--- config.mk ---
export PLATFORM = sky130hd
export DESIGN_NAME = pbus_master
export DESIGN_NICKNAME = d
export VERILOG_FILES = /design/src/rtl/pbus_master.sv
export SDC_FILE = /design/constraint.sdc
export NUM_CORES = 1
export LEC_CHECK = 0
export CORE_ASPECT_RATIO = 1.1
export CORE_MARGIN = 4
export CORE_UTILIZATION = 55
export DETAILED_ROUTE_END_ITERATION = 10
export PLACE_DENSITY = 0.84
export SLEW_MARGIN = 25
export SYNTH_ARGS = -nofsm -noshare
export SYNTH_HDL_FRONTEND = slang
export SYNTH_SLANG_ARGS = --single-unit
export TNS_END_PERCENT = 5
--- constraint.sdc ---
create_clock -name clk_100mhz -period 5.2 [get_ports clk_100mhz]
set_input_delay 1.04 -clock clk_100mhz [delete_from_list [all_inputs] [get_ports clk_100mhz]]
set_output_delay 1.04 -clock clk_100mhz [all_outputs]
set_load 0.005 [all_outputs]
--- src/rtl/pbus_master.sv ---
// pbus_master: parallel byte bus initiator with sync preamble, slow-clocked write/read bursts and bus turnaround
module pbus_master #(
   parameter int HALF_PERIOD = 8,
   parameter int SYNC_HOLD   = 8,
   parameter int TURNAROUND  = 4
) (
   input  logic       clk_100mhz,
   input  logic       reset,
   input  logic       cmd_start,
   input  logic       cmd_rnw,
   input  logic       cmd_sync,
   input  logic [7:0] cmd_len,
   input  logic [7:0] wr_data,
   input  logic       wr_valid,
   output logic       wr_ready,
   output logic [7:0] rd_data,
   output logic       rd_valid,
   output logic       busy,
   output logic       done,
   output logic       bus_clk,
   output logic       bus_rnw,
   output logic [7:0] bus_data_out,
   output logic       bus_data_oe,
   input  logic [7:0] bus_data_in
);
   localparam int MAXV = (HALF_PERIOD > SYNC_HOLD) ?
                         ((HALF_PERIOD > TURNAROUND) ? HALF_PERIOD : TURNAROUND) :
                         ((SYNC_HOLD > TURNAROUND) ? SYNC_HOLD : TURNAROUND);
   localparam int TW = $clog2(MAXV + 1);
   localparam logic [TW-1:0] HP_END = TW'(HALF_PERIOD - 1);
   localparam logic [TW-1:0] SH_END = TW'(SYNC_HOLD - 1);
   localparam logic [TW-1:0] TA_END = TW'(TURNAROUND - 1);

   typedef enum logic [3:0] {
      IDLE, SYNC_B8, SYNC_8B, WR_LOAD, WR_LOW, WR_HIGH,
      TURN_RD, RD_LOW, RD_HIGH, TURN_WR, FINISH
   } state_t;

   state_t        state;
   logic [TW-1:0] timer;
   logic [7:0]    count;
   logic          phase;
   logic [7:0]    sync1;
   logic [7:0]    sync2;
   logic          hp_end;
   logic          sh_end;
   logic          ta_end;

   assign hp_end   = timer == HP_END;
   assign sh_end   = timer == SH_END;
   assign ta_end   = timer == TA_END;
   assign wr_ready = state == WR_LOAD;

   // two-flop synchronizer for the pad data seen during reads
   always_ff @(posedge clk_100mhz or posedge reset) begin
      if (reset) begin
         sync1 <= '0;
         sync2 <= '0;
      end else begin
         sync1 <= bus_data_in;
         sync2 <= sync1;
      end
   end

   // burst sequencer; phase splits each turnaround into its oe step and its rnw step
   always_ff @(posedge clk_100mhz or posedge reset) begin
      if (reset) begin
         state        <= IDLE;
         timer        <= '0;
         count        <= '0;
         phase        <= 1'b0;
         bus_clk      <= 1'b1;
         bus_rnw      <= 1'b0;
         bus_data_oe  <= 1'b1;
         bus_data_out <= '0;
         rd_data      <= '0;
         rd_valid     <= 1'b0;
         busy         <= 1'b0;
         done         <= 1'b0;
      end else begin
         timer    <= timer + TW'(1);
         rd_valid <= 1'b0;
         done     <= 1'b0;
         case (state)
            IDLE: begin
               timer       <= '0;
               phase       <= 1'b0;
               bus_clk     <= 1'b1;
               bus_rnw     <= 1'b0;
               bus_data_oe <= 1'b1;
               if (cmd_start) begin
                  count <= cmd_len;
                  busy  <= 1'b1;
                  if (cmd_rnw) begin
                     bus_data_oe <= 1'b0;
                     state       <= TURN_RD;
                  end else if (cmd_sync) begin
                     bus_data_out <= 8'hB8;
                     state        <= SYNC_B8;
                  end else begin
                     bus_clk <= 1'b0;
                     state   <= WR_LOAD;
                  end
               end
            end
            SYNC_B8: if (sh_end) begin
               timer        <= '0;
               bus_data_out <= 8'h8B;
               state        <= SYNC_8B;
            end
            SYNC_8B: if (sh_end) begin
               timer   <= '0;
               bus_clk <= 1'b0;
               state   <= WR_LOAD;
            end
            WR_LOAD: begin
               timer <= '0;
               if (wr_valid) begin
                  bus_data_out <= wr_data;
                  state        <= WR_LOW;
               end
            end
            WR_LOW: if (hp_end) begin
               timer   <= '0;
               bus_clk <= 1'b1;
               state   <= WR_HIGH;
            end
            WR_HIGH: if (hp_end) begin
               timer <= '0;
               if (count == 8'd0) begin
                  done  <= 1'b1;
                  state <= FINISH;
               end else begin
                  count   <= count - 8'd1;
                  bus_clk <= 1'b0;
                  state   <= WR_LOAD;
               end
            end
            TURN_RD: if (ta_end) begin
               timer <= '0;
               phase <= ~phase;
               if (!phase) bus_rnw <= 1'b1;
               else begin
                  bus_clk <= 1'b0;
                  state   <= RD_LOW;
               end
            end
            RD_LOW: if (hp_end) begin
               timer   <= '0;
               bus_clk <= 1'b1;
               state   <= RD_HIGH;
            end
            RD_HIGH: if (hp_end) begin
               timer    <= '0;
               rd_data  <= sync2;
               rd_valid <= 1'b1;
               if (count == 8'd0) begin
                  bus_rnw <= 1'b0;
                  state   <= TURN_WR;
               end else begin
                  count   <= count - 8'd1;
                  bus_clk <= 1'b0;
                  state   <= RD_LOW;
               end
            end
            TURN_WR: if (ta_end) begin
               timer <= '0;
               phase <= ~phase;
               if (!phase) bus_data_oe <= 1'b1;
               else begin
                  done  <= 1'b1;
                  state <= FINISH;
               end
            end
            FINISH: begin
               timer   <= '0;
               busy    <= 1'b0;
               bus_clk <= 1'b1;
               state   <= IDLE;
            end
            default: state <= IDLE;
         endcase
      end
   end
endmodule

== After elaboration in Yosys (flattened, before gate mapping) ==
Cells that the tools add are included.

* Bits in registers: 55
* Bits of input ports: 30
* Output and inout bits: 23
* Word-level logic and storage cells: 132

* Add/sub/neg operators: 2
* Eq/ne operators: 33
* Mux-type cells: 59
* Bitwise logic cells: 1
* Reduce and logical (&&, ||, !) cells: 23

{| class="wikitable"
|+ Operators with widths
! kind !! count
|-
| two-way mux 4 bit || 16
|-
| two-way mux 8 bit || 8
|-
| case mux 4 bit (10 select lines) || 1
|-
| != test 2 bit, second input constant || 18
|-
| case mux 8 bit (3 select lines) || 1
|-
| two-way mux 1 bit || 23
|-
| equality test 4 x 3 -> 1 bit, second input constant || 5
|-
| case mux 8 bit (2 select lines) || 1
|-
| equality test 4 x 2 -> 1 bit, second input constant || 3
|-
| equality test 4 bit, second input constant || 3
|-
| case mux 4 bit (3 select lines) || 1
|-
| AND reduction 12 bit || 1
|-
| logical NOT 8 bit || 1
|-
| case mux 1 bit (2 select lines) || 4
|-
| nonzero test 2 bit || 4
|-
| subtractor 8 x 1 -> 8 bit, second input constant || 1
|-
| AND reduction 7 bit || 1
|-
| != test 2 x 1 -> 1 bit, second input constant || 3
|-
| case mux 1 bit (6 select lines) || 1
|-
| AND reduction 2 bit || 3
|-
| AND reduction 6 bit || 1
|-
| nonzero test 3 bit || 2
|-
| nonzero test 6 bit || 1
|-
| OR reduction 2 bit || 3
|-
| other kinds (12) || 12
|}

== Longest topological paths before layout ==
Gate-level depths: netlist (run 1).

* Depth in word-level cells: 4
* Gate-level depth with buffers: 8
* Depth with buffers taken out: 7

== Least setup slack after synthesis (run 1) ==
Ideal clock, no wire load.

* Kind: input -> register
* Start: input port cmd_rnw
* End: register bus_data_out[0]
* Arrival: 2320 ps
* Path slack: 2755 ps
* Cell stages on the path: 4
* Buffers on the path: 0
* Path through: nand2b_1 -> or3_1 -> a2111oi_4 -> mux2_2

* Longest elaborated chain between the ends: 2

{| class="wikitable"
|+ RTL lines
! item !! line !! RTL
|-
| start: declaration || 10 || <nowiki>input logic cmd_rnw,</nowiki>
|-
| != test 2 bit (no source line) || n/a ||
|-
| AND reduction 6 bit (no source line) || n/a ||
|-
| end signal: assignment || 119 || <nowiki>bus_data_out <= wr_data;</nowiki>
|-
| end: declaration || 22 || <nowiki>output logic [7:0] bus_data_out,</nowiki>
|}

No other way between the ends.
A chain may end at the register's enable or synchronous reset.

== Final worst setup path (run 1) ==
* Start: register state[3]
* End: output port wr_ready

* Longest elaborated chain between the ends: 1

{| class="wikitable"
|+ RTL lines
! item !! line !! RTL
|-
| start: declaration || 39 || <nowiki>state_t state;</nowiki>
|-
| start signal: assignment || 68 || <nowiki>state <= IDLE;</nowiki>
|-
| start signal: assignment || 96 || <nowiki>state <= TURN_RD;</nowiki>
|-
| start signal: assignment || 99 || <nowiki>state <= SYNC_B8;</nowiki>
|-
| equality test 4 x 2 -> 1 bit || 52 || <nowiki>assign wr_ready = state == WR_LOAD;</nowiki>
|-
| end: declaration || 15 || <nowiki>output logic wr_ready,</nowiki>
|}

No other way between the ends.

==> results by group, run 1 <==
Setup path
  – Critical path launch point type: register
  – Crit-path max FO: 24
  – Worst path max stage delay: 0.65 ns
  – Critical Path Sink Type: output pin
  – WS Path Type: register to output pin
  – Crit-path leading delay family: simple AND/OR/NAND/NOR gates
  – Crit path launch: state[3]
  – CP max stage cell: dfrtp_1
  – Reg2reg start: state[1]
  – WP data required: 4.16 ns
  – Crit path cell chain: nor2_1 -> nand3_1 -> inv_1 -> clkdlybuf4s50_1
  – Worst path bufs/invs: 2
  – Critical Path AT: 2.49 ns

Synth
  – Top cell type's share of synthesized area: roughly half
  – Yosys warnings: 0
  – Mapped Avg Cell Area: 9.632 µm²
  – Async S/R FF share, synth: 100.0%
  – Simple-gate share of the synthesized area: 18.98%
  – Synth cell types: 59
  – Mapped Area: 2716 µm²
  – Cells after Synth: around 280
  – Register area share after synthesis: 50.76%
  – Post-synthesis mux area share: 2.441%
  – Top cells by area, synth: dfrtp_1 49%, nand2_1 5.1%, a21oi_1 4.2%, nor2_1 4.0%, o21ai_0 2.6%
  – Adder-cell share of the synthesized area: 0.9212%
  – Synth Net Count: around 310
  – Largest family of logic cells by synthesized area: compound AO/OA/AOI/OAI gates
  – Post-synth top flop: dfrtp_1
  – Largest area contributor in the netlist: dfrtp_1
  – Number of flops mapped to enable cells by yosys: 0
  – Compound-cell area share of the yosys netlist: 21.79%
  – Synth Area in XOR/XNOR: 0.3224%
  – Number of synthesized register bits: 55

Timing
  – Worst slew pin tran: 0.9861 ns
  – Unrepaired setup endpoints after global routing: false
  – Final Hold Viols: 0
  – Fmax: 0.2829 GHz
  – Total negative slack: 0 ns
  – Min Tclk post-route: about 3.5 ns
  – Worst slew margin: 34.26%
  – Tcrit/Tclk final: 67.97%
  – Clock Skews: 0.01371 ns
  – Slew Viols, Final: 0
  – Hold Slack: 0.3598 ns
  – # setup viols final: 0

Detailed routing
  – Avg Vias per Cell: roughly 5.8
  – DR WL met2: ~2900 µm
  – Vias: 2217
  – DRC: 0
  – Highest routed layer: met4
  – Starting DRT DRC Count: 211
  – DRT Pass-1 Iters: 4
  – Routed Antenna Nets: 0
  – WL final: 5920 µm
  – Routed wire per std cell: between 15 and 20 µm
  – Met1 Routed Length: 2515 µm
  – Routed met3 length: between 400 and 500 µm

Die
  – Row count: 26
  – IO Count: 53
  – Die Width: 75.01 µm
  – Core area: 4717 µm²
  – Vert. Die Dim: 81.71 µm
  – Die area: 6128 µm²
  – Starting Density: 57.59%

Placement
  – Placer Congestion: roughly 0.93
  – PortBufs: 52
  – Post-detail-place hpwl: 4238 µm

Clock tree
  – CTS Buf Count: 5
  – Post-CTS Setup Inserts: 0
  – CTS tree: yes
  – Worst-path clk slew: 0.11 ns
  – CTS Sinks: 55
  – H-tree lvl count: 2
  – Clk_lat worst skew: roughly 0.31 ns
  – CTS Root Cell: clkbuf_8
  – # hold bufs at CTS: 0
  – PostCTS Resize Cnt: 0
  – Maximum root-to-sink buffer count: 2

Power and ir drop
  – Power Density: 485.3 nW/µm²
  – Tot Pwr: 1621 µW
  – Leakage: 0.001393 µW
  – VDD IR max: 0.2675 mV

Outcome
  – Outcome: completed

Finish
  – Leading cell type in the layout, fill and taps excluded: dfrtp_1
  – Area Growth Syn to Fin: 22.94%
  – Ant diodes: 0
  – Most frequent cells in the layout: 53 x dfrtp_1, 52 x clkdlybuf4s50_1, 37 x nand2_1
  – # nets final: roughly 360
  – Post-layout util: 70.80%
  – Share of cells above drive strength 1: 9.146%

Worst hold path
  – Worst min path class: register to register
  – Hold path startpoint: sync1[7]

Run
  – Max cap viols: 0

GRT
  – Global route overflow: 0
  – Initial antenna violation count: 0
  – Pin count of the biggest net entering global routing: 56
  – Global Route Usage Sum: approximately a fifth
  – Vias in the first global route: 2081
  – Global-route wire length before repair: roughly 9800 µm
[kinds of logic (layout without fill, tap and decap cells)]
logic type | after synthesis | after routing
compound gates | 84 | 84
simple gates | 103 | 103
fa+ha+maj | 2 | 2
xor+xnor | 1 | 1
flops | 55 | 55
buf+inv | 31 | 77
mux | 6 | 6
[power by group]
part           switching (µW)  internal, µW
combinational             341           325
sequential                176           535
clock                     145          99.1
total                     662           959
[layer usage]
metal | global-route usage (%) | vias to the layer above
li1 | - | 1093
met1 | 28.14 | 1036
met2 | 32.93 | 81
met3 | 4.774 | 7
met4 | 6.228 | 0
met5 | 0 | -
[cells in the mapped netlist (3+ instances only)]
master    count
dfrtp_1      53
mux2_2        5
nor2b_1       4
a211o_1       3
o21ai_2       3
a31oi_1       5
o22ai_1       5
nand2_1      37
clkbuf_1      9
inv_1        16
o21ai_0      14
nor3_1        3
or3_1         4
nor2_1       29
nand3_1       8
a21oi_1      23
[flip-flops by register name, indices dropped and copies added (netlist names), 4 cells and up]
| name | flops |
|---|---|
| state | 4 |
| timer | 4 |
| sync1 | 8 |
| rd_data | 8 |
| count | 8 |
| sync2 | 8 |
| bus_data_out | 8 |
[layout make-up]
type,count,area [µm²]
Clock buffer,5,68.82
Timing Repair Buffer,52,520.5
Multi-Input combinational cell,196,1207
Clock inverter,3,27.53
Fill cell,370,1378
Tap cell,56,70.07
Sequential cell,55,1379
Inverter,17,66.31
[path summary, 6_finish.rpt]
path                                         to  slack [ns]  cells past startpoint
max in group asynchronous              count[6]        3.59                      2
worst min register to register         sync2[7]        0.36                      0
worst max-delay path                   wr_ready        1.67                      4
worst max register to register  bus_data_out[0]        2.57                      4
worst min-delay path                   sync2[7]        0.36                      0
min in group asynchronous              sync1[2]        1.17                      2
[worst register-to-register path: cells and delay by family (launching register included)]
kind / cells / cell delay (ns)
AO/OA/AOI/OAI: 2 / 0.89
flip-flops: 1 / 1.00
AND/OR/NAND/NOR: 1 / 0.23
multiplexers: 1 / 0.41
[stage by stage]
step                      cells  worst slack (ns)  area [µm²]
after global placement      376             1.956        3241
after floorplan             282             2.755        2716
after CTS                   384             1.723        3339
after global routing        384             1.535        3339
final                       384             1.666        3339
after detailed placement    376             1.901        3243
Note: power is estimated with default switching activity, not from simulation.
==> run 2: changes to the inputs <==
--- a/config.mk
+++ b/config.mk
@@ -7,9 +7,9 @@
 export LEC_CHECK = 0
 export CORE_ASPECT_RATIO = 1.1
 export CORE_MARGIN = 4
-export CORE_UTILIZATION = 55
+export CORE_UTILIZATION = 52
 export DETAILED_ROUTE_END_ITERATION = 10
-export PLACE_DENSITY = 0.84
+export PLACE_DENSITY = 0.8
 export SLEW_MARGIN = 25
 export SYNTH_ARGS = -nofsm -noshare
 export SYNTH_HDL_FRONTEND = slang
==> constraint.sdc (replaced) <==
create_clock -name clk_100mhz -period 3.4 [get_ports clk_100mhz]
set_input_delay 0.68 -clock clk_100mhz [delete_from_list [all_inputs] [get_ports clk_100mhz]]
set_output_delay 0.68 -clock clk_100mhz [all_outputs]
set_load 0.005 [all_outputs]
==> results by group, run 2 (synthesized netlist as in run 1, its figures left out) <==
Outcome
  – Outcome: completed

Clock tree
  – CTS tree: yes
  – Maximum root-to-sink buffer count: 2
  – CTS Sinks: 55
  – Worst-path clk slew: 0.10 ns
  – Post-CTS Setup Inserts: 0
  – PostCTS Resize Cnt: 0
  – # hold bufs at CTS: 0
  – CTS Root Cell: clkbuf_8
  – Clk_lat worst skew: 0.31 ns
  – CTS Buf Count: 5
  – H-tree lvl count: 2

Power and ir drop
  – Tot Pwr: 2578 µW
  – Combinational Power Share: between 40% and 50%
  – Flop pwr share: between 30% and 40%
  – Int Pwr: 1564 µW
  – Clock share of power: approximately 17%
  – Switching pwr: between 1000 and 1500 µW
  – VDD IR max: 0.3554 mV
  – Switch share: approximately two fifths
  – Power Density: about 760 nW/µm²
  – Leakage: approximately 0.0014 µW

GRT
  – Vias in the first global route: 2188
  – Pin count of the biggest net entering global routing: 56
  – Global route overflow: 0
  – Global Route Usage Sum: between 10% and 20%
  – Global-route wire length before repair: 10260 µm
  – Initial antenna violation count: 0

Timing
  – Fmax: 0.3527 GHz
  – Unrepaired setup endpoints after global routing: false
  – Slew Viols, Final: 0
  – Tcrit/Tclk final: 83.39%
  – Worst slew pin tran: 0.7034 ns
  – Clock Skews: 0.01300 ns
  – Worst slew margin: 52.93%
  – Total negative slack: 0 ns
  – Final Hold Viols: 0
  – Setup ws final: 0.5648 ns
  – Min Tclk post-route: 2.835 ns
  – # setup viols final: 0

Setup path
  – Crit path launch: state[2]
  – Critical Path End: wr_ready
  – WP data required: between 2 and 3 ns
  – Critical path launch point type: register
  – WS Path Type: register to output pin
  – Crit-path max FO: 10
  – Critical Path AT: 2.16 ns
  – Reg2reg start: state[1]
  – Worst path max stage delay: 0.56 ns
  – R2R Setup Slk: between 0.9 and 1 ns
  – Reg2reg end: bus_clk
  – CP max stage cell: nor2_1
  – Critical Path Sink Type: output pin
  – Crit path cell chain: nor2_1 -> nand3_1 -> inv_1 -> clkdlybuf4s50_1
  – Register-to-Register Path Depth: 6

Detailed routing
  – Vias: 2319
  – Starting DRT DRC Count: approximately 260
  – Routed Antenna Nets: 0
  – Routed wire per std cell: 15.51 µm
  – DRT Pass-1 Iters: 5
  – Avg Vias per Cell: about 5.9
  – DRC: 0
  – WL final: 6064 µm

Die
  – Die area: about 6400 µm²
  – Core area: 5034 µm²
  – Vert. Die Dim: around 84 µm
  – Starting Density: 53.96%
  – Row count: 27
  – Die Width: between 70 and 80 µm
  – IO Count: between 50 and 60

Worst hold path
  – Worst min path class: register to register

Finish
  – Most frequent cells in the layout: 53 x dfrtp_1, 52 x clkdlybuf4s50_1, 37 x nand2_1
  – # nets final: about 360
  – Ant diodes: 0
  – Leading cell type in the layout, fill and taps excluded: dfrtp_1
  – Share of cells above drive strength 1: between 10% and 20%
  – Area Growth Syn to Fin: 24.87%

Run
  – Max cap viols: 0

Placement
  – Post-detail-place hpwl: 4330 µm
  – Pre-CTS setup slack: 0.6946 ns
  – Placer Congestion: 0.8772
  – PortBufs: 52
## run 2: cell types whose count changed in the layout (fill, tap and decap cells not counted), sizes merged
cell | before | now
clkinv | 2 | 1
bufinv | 0 | 1
clkinvlp | 1 | 0
clkbuf | 5 | 6
buf | 0 | 5
## run 2: worst min-delay path by stage
stage	start	to	slack, ns	cells past startpoint
6_report	sync1[6]	sync2[6]	0.36	0
3_3_place_gp	sync1[7]	sync2[7]	0.33	0
4_1_cts	sync1[5]	sync2[5]	0.37	0
2_1_floorplan	sync1[0]	sync2[0]	0.33	0
5_1_grt	sync1[2]	sync2[2]	0.37	0
3_5_place_dp	sync1[5]	sync2[5]	0.34	0
## run 2: final cells by class
class / count / area (µm²)
Sequential cell: 55 / 1379
Multi-Input combinational cell: 196 / 1207
Tap cell: 58 / 72.57
Fill cell: 409 / 1642
Inverter: 17 / 63.81
Clock inverter: 2 / 38.79
Timing Repair Buffer: 57 / 558.0
Clock buffer: 6 / 72.57
## run 2: worst max-delay path, delay by kind of cell, from the launching register on
family | cells | cell delay [ns]
buf+inv | 2 | 0.66
flops | 1 | 0.39
simple gates | 2 | 0.79
## run 2: power by group through the flow
| stage | combinational [µW] | clock, µW | sequential, µW |
|---|---|---|---|
| 6_report | 1130 | 429 | 1010 |
| 2_1_floorplan | 825 | 0 | 950 |
| 3_5_place_dp | 1120 | 0 | 1030 |
| 3_3_place_gp | 1100 | 0 | 1010 |
| 4_1_cts | 1130 | 443 | 1010 |
| 5_1_grt | 1250 | 468 | 1040 |
## run 2: routing by layer
| layer | part of all wire [%] | routed length (µm) | vias up | global-route usage [%] |
|---|---|---|---|---|
| met5 | 0 | 0 | - | 0 |
| met4 | 2.2 | 131 | 0 | 8.731 |
| met3 | 7.1 | 428 | 16 | 4.536 |
| met2 | 48 | 2889 | 107 | 30.98 |
| met1 | 43 | 2614 | 1095 | 25.28 |
| li1 | - | - | 1101 | - |
## run 2: per-stage QoR
| step | util [%] | hold slack [ns] | instances | instance area, µm² |
|---|---|---|---|---|
| after floorplan | - | 0.3312 | 282 | 2716 |
| after CTS | 67.39 | 0.3657 | 391 | 3392 |
| after global routing | 67.39 | 0.3732 | 391 | 3392 |
| final | 67.39 | 0.3630 | 391 | 3392 |
| after global placement | 65.18 | 0.3323 | 383 | 3281 |
| after detailed placement | 65.18 | 0.3434 | 383 | 3281 |
